<file path="src/rtl/xnor_cmp_pipe.sv">
// xnor_cmp_pipe: registered bitwise XOR/XNOR comparator on a valid/ready stream.
// One pipeline register, 1-cycle latency, full throughput.
// Also reports parity, equality, mismatch popcount and a saturating equal count.
// Ports:
//   clk, rst_n                 clock, async active-low reset
//   in_valid/in_ready          upstream handshake (in_ready is combinational)
//   in_a, in_b, in_mode        operands; mode 0 = XOR, 1 = XNOR
//   out_valid/out_ready        downstream handshake
//   out_y, out_par, out_eq     mode-applied word, its parity, a == b
//   out_diff                   number of differing bit positions
//   clr_cnt, match_cnt         sync clear / saturating count of equal transfers
module xnor_cmp_pipe #(
  parameter  int unsigned WIDTH = 8,
  parameter  int unsigned CNT_W = 16,
  localparam int unsigned DIF_W = $clog2(WIDTH + 1)
) (
  input  logic             clk,
  input  logic             rst_n,
  input  logic             in_valid,
  output logic             in_ready,
  input  logic [WIDTH-1:0] in_a,
  input  logic [WIDTH-1:0] in_b,
  input  logic             in_mode,
  output logic             out_valid,
  input  logic             out_ready,
  output logic [WIDTH-1:0] out_y,
  output logic             out_par,
  output logic             out_eq,
  output logic [DIF_W-1:0] out_diff,
  input  logic             clr_cnt,
  output logic [CNT_W-1:0] match_cnt
);

  typedef enum logic {EMPTY = 1'b0, FULL = 1'b1} state_t;

  state_t           state_q, state_d;
  logic             accept_c, xfer_c;
  logic [WIDTH-1:0] xor_c, y_c;
  logic [DIF_W-1:0] diff_c;
  logic             eq_c, par_c;

  // Output register is free, or is being drained this cycle
  assign in_ready  = !out_valid || out_ready;
  assign out_valid = (state_q == FULL);
  assign accept_c  = in_valid && in_ready;
  assign xfer_c    = out_valid && out_ready;

  // Result datapath
  always_comb begin
    xor_c  = in_a ^ in_b;
    y_c    = in_mode ? ~xor_c : xor_c;
    diff_c = '0;
    for (int unsigned i = 0; i < WIDTH; i++) begin
      diff_c = diff_c + DIF_W'(xor_c[i]);
    end
    eq_c  = (diff_c == '0);
    par_c = ^y_c;
  end

  // State register
  always_ff @(posedge clk or negedge rst_n) begin
    if (!rst_n) state_q <= EMPTY;
    else        state_q <= state_d;
  end

  // Next-state: fill on accept, drain on transfer without a refill
  always_comb begin
    state_d = state_q;
    case (state_q)
      EMPTY:   if (accept_c) state_d = FULL;
      FULL:    if (xfer_c && !accept_c) state_d = EMPTY;
      default: state_d = EMPTY;
    endcase
  end

  // Data registers load only on accept and otherwise hold
  always_ff @(posedge clk or negedge rst_n) begin
    if (!rst_n) begin
      out_y    <= '0;
      out_par  <= 1'b0;
      out_eq   <= 1'b0;
      out_diff <= '0;
    end else if (accept_c) begin
      out_y    <= y_c;
      out_par  <= par_c;
      out_eq   <= eq_c;
      out_diff <= diff_c;
    end
  end

  // Equal-transfer counter: clear wins over increment, saturates at all-ones
  always_ff @(posedge clk or negedge rst_n) begin
    if (!rst_n) begin
      match_cnt <= '0;
    end else if (clr_cnt) begin
      match_cnt <= '0;
    end else if (xfer_c && out_eq && (match_cnt != {CNT_W{1'b1}})) begin
      match_cnt <= match_cnt + CNT_W'(1);
    end
  end

endmodule

</file>
<file path="config.mk">
export PLATFORM = sky130hd
export DESIGN_NAME = xnor_cmp_pipe
export DESIGN_NICKNAME = d
export VERILOG_FILES = /design/src/rtl/xnor_cmp_pipe.sv
export SDC_FILE = /design/constraint.sdc
export NUM_CORES = 1
export LEC_CHECK = 0
export ABC_AREA = 1
export CAP_MARGIN = 20
export CORE_MARGIN = 5
export CORE_UTILIZATION = 33
export CTS_CLUSTER_SIZE = 25
export DETAILED_ROUTE_END_ITERATION = 12
export GPL_TIMING_DRIVEN = 0
export PLACE_DENSITY = 0.71
export SETUP_SLACK_MARGIN = 0.5
export SYNTH_ARGS = -nofsm -noshare
export SYNTH_HDL_FRONTEND = slang
export SYNTH_SLANG_ARGS = --single-unit
</file>
<file path="constraint.sdc">
create_clock -name clk -period 1.8 [get_ports clk]
set_clock_uncertainty 0.15 [all_clocks]
set_input_delay 0.27 -clock clk [delete_from_list [all_inputs] [get_ports clk]]
set_output_delay 0.27 -clock clk [all_outputs]
set_load 0.1 [all_outputs]
</file>
==> metrics.md <==
| Metric | Value |
|---|---|
| Worst Slack Setup Final | `-1190 ps` |
| Global-route congestion overflow total | `0` |
| Worst hold start | `in_mode` |
| Num rows | `29` |
| Max-cap violations | `0` |
| Worst Path Arrival | `3020 ps` |
| Clock transition at path regs | `70 ps` |
| GRT Total Usage | `17.1%` |
| Initial antenna violation count | `0` |
| Worst r2r src | `match_cnt[0]$_DFFE_PN0P_` |
| Most common cell after layout, fill and taps aside | `nand2_1` |
| Number of inserted diodes | `0` |
| Synth warn | `0` |
| Vias | `2502` |
| Final core occ | `66.2%` |
| Syn avg cell area | `7.04 µm²` |
| Antenna Nets Post-Route | `0` |
| Worst-skew pair later-pin latency | `280 ps` |
| Dominant cell type by area after synthesis | `dfrtp_1` |
| Drt wl/cell | `14.6 µm` |
| PwrDens | `820 mW/mm²` |
| Period utilisation layout | `166%` |
| CP delay by family, top | `adder cells` |
| Slew margin rel. | `56.5%` |
| Register area share after synthesis | `35.5%` |
| Yosys reg bits | `31` |
| VDD IR max | `930 µV` |
| DP Wirelength | `4290 µm` |
| Die ar. | `0.00834 mm²` |
| Async SR Flop Fraction | `100%` |
| Clk root buf | `clkbuf_8` |
| Number of unique standard cell types used by synthesis | `33` |
| Crit Path Max Fanout | `3` |
| CP required | `1830 ps` |
| WP buf/inv | `3` |
| Critical-path top delay cell | `fa_1` |
| Drt drc | `0` |
| Slew Limit Fails | `0` |
| Clock Sinks | `31` |
| Crit path cell chain | `buf_6, nand2_1, nand2_2, fa_1, fa_1, fa_1, inv_2, ha_4, inv_2, fa_2, nand2_2, nor2_1, a32o_1` |
| Hold Fails Final Rpt | `0` |
| Final worst path period need | `2990 ps` |
| CP peak stage delay | `520 ps` |
| Io pins | `54` |
| Synthesized area | `0.00218 mm²` |
| Vert. Die Dim | `91.3 µm` |
| Core area | `0.00639 mm²` |
| GPL Wtd Cong | `0.841` |
| Fin nets | `460` |
| CTS tree | `done` |
| Combinational share of power | `57.9%` |
| Failing checks | `negative setup slack` |
| Run status | `finished, violations left` |
| Internal Power | `1.88 mW` |
| Most frequent cells in the layout | `89 x nand2_1, 32 x buf_6, 32 x buf_12` |
| CP Capture Type | `flip-flop` |
| Top-area cell type share of the netlist area | `35.5%` |
| Crit start category | `input port` |
| First-pass GRT wire length | `11600 µm` |
| Synth Instances | `310` |
| Layout cells sized above 1 | `52.7%` |
| RSZ-0062 raised after global routing | `true` |
| Vias in the first global route | `2544` |
| Cell mode on critical path | `fa_1` |
| Final setup violation count | `13` |
| Switching power | `1.59 mW` |
| Synth area leaders | `dfrtp_1 36%, nand2_1 21%, inv_1 6.9%` |
| Pre-Repair DR Iteration Count | `4` |
| Worst setup path category | `in2reg` |
| Syn_nets | `340` |
| Initial DRC Count | `104` |
| Number of instances in the placed design | `439` |
| Hold Crit Class | `in2reg` |
| Largest net degree at the start of global routing | `21` |
| Starting Density | `34.2%` |
| Clock power share | `15.6%` |
| Max Fclk | `0.334 GHz` |
| Num CTS Buffers | `5` |
| Seq pwr share | `26.6%` |
| Fin cells | `508` |
| Die W | `91.3 µm` |
| Worst Max-Slew Pin Slew | `650 ps` |
| Crit path from | `in_a[0]` |
| # H-tree levels | `2` |
| Fill count | `503` |
| Synth Flop Type | `dfrtp_1` |
| Switching Share | `45.7%` |
| Vias per inst | `4.93` |
| Post-synth EDFFs | `0` |
| CTS max path bufs | `2` |
| DRT Wirelength | `7420 µm` |
| I/O Buffers | `51` |
| P_leak | `2.02 nW` |
| Area grow syn2layout | `93.7%` |
[worst min-delay path, delay by kind of cell]
kind                   cells  cell delay [ps]
buffers and inverters      1              170
and+or+nand+nor            1               90
AOI/OAI and AO/OA          1               70
[what timing repair did]
item | 4_1_cts | 5_1_grt
hold buffers | 0 | 0
buffers inserted | 34 | 23
hold endpoints to repair | 0 | 0
endpoints found under the setup margin | 62 | 62
gates cloned | 2 | 2
pin swaps | 37 | 42
gates resized for setup | 391 | 50
[final timing paths]
kind                                              to  slack (ps)  depth (start not counted)
max                               out_eq$_DFFE_PN0P_       -1190                         13
min reg2reg                     out_y[7]$_DFFE_PN0P_         380                          2
max reg2reg                match_cnt[11]$_DFFE_PN0P_         -30                         10
max in group asynchronous        out_valid$_DFF_PN0_         720                          2
min in group asynchronous   match_cnt[3]$_DFFE_PN0P_         240                          1
min                             out_y[2]$_DFFE_PN0P_         200                          3
[routing by layer]
metal | vias up | global-route usage, % | share of wire [%]
li1 | 1213 | - | -
met1 | 1171 | 18.3 | 35
met2 | 88 | 30.8 | 55
met3 | 30 | 3.64 | 5.0
met4 | 0 | 9.41 | 5.2
met5 | - | 0 | 0
[Yosys cell counts, types with 2 or more instances]
cell,number
xor2_1,9
xnor2_1,3
nor3_1,4
nor2_1,21
nand4_1,12
nand3_1,16
o21ai_1,4
ha_1,4
nand2_2,2
o21ai_0,14
dfrtp_1,31
fa_1,4
inv_1,40
o21ai_2,3
a31oi_1,2
nor2_4,2
clkbuf_1,2
buf_2,2
nand2_1,121
[kinds of logic (layout without fill, tap and decap cells)]
logic type      count (synthesis)  in the layout  share of synthesized area [%]
compound gates                 27             27                           7.68
xor+xnor                       12             12                           4.81
fa+ha+maj                       8              8                           5.96
buf+inv                        47            168                           8.54
flops                          31             31                           35.5
simple gates                  185            185                           37.5
[power by group through the flow]
stage          Combinational [mW]  Clock, mW  Sequential [mW]
2_1_floorplan               0.427          0             1.54
3_5_place_dp                 1.46          0            0.890
3_3_place_gp                 1.43          0            0.886
6_report                     2.01      0.541            0.922
5_1_grt                      2.11      0.573            0.935
4_1_cts                      1.81      0.552            0.928
[flip-flops by register name, indices dropped and copies added (netlist names)]
signal and flops:
out_y 8, out_eq 1, out_par 1, out_diff 4, out_valid 1, match_cnt 16
[per-stage QoR]
stage	setup TNS, ps	cell area [µm²]	total power, mW	hold slack, ps	setup slack, ps
3_3_place_gp	-25850	2940	2.32	332	-2010
6_report	-5750	4230	3.47	205	-1190
5_1_grt	-6780	4230	3.61	238	-1250
2_1_floorplan	-7960	2330	1.96	-176	-1290
3_5_place_dp	-14770	2960	2.35	328	-2030
4_1_cts	-5970	3830	3.29	193	-1270
[final cells by class]
cell class | instances | area [µm²] | area share, %
clock buffer | 7 | 76.3 | 1.80
buffer | 5 | 61.3 | 1.45
tap | 77 | 96.3 | 2.28
inverter | 42 | 178 | 4.20
timing repair buffer | 113 | 1480 | 35.0
multi-input combinational | 232 | 1510 | 35.7
clock inverter | 1 | 5.00 | 0.118
sequential | 31 | 826 | 19.5
Power figures use the tool's default switching activity.
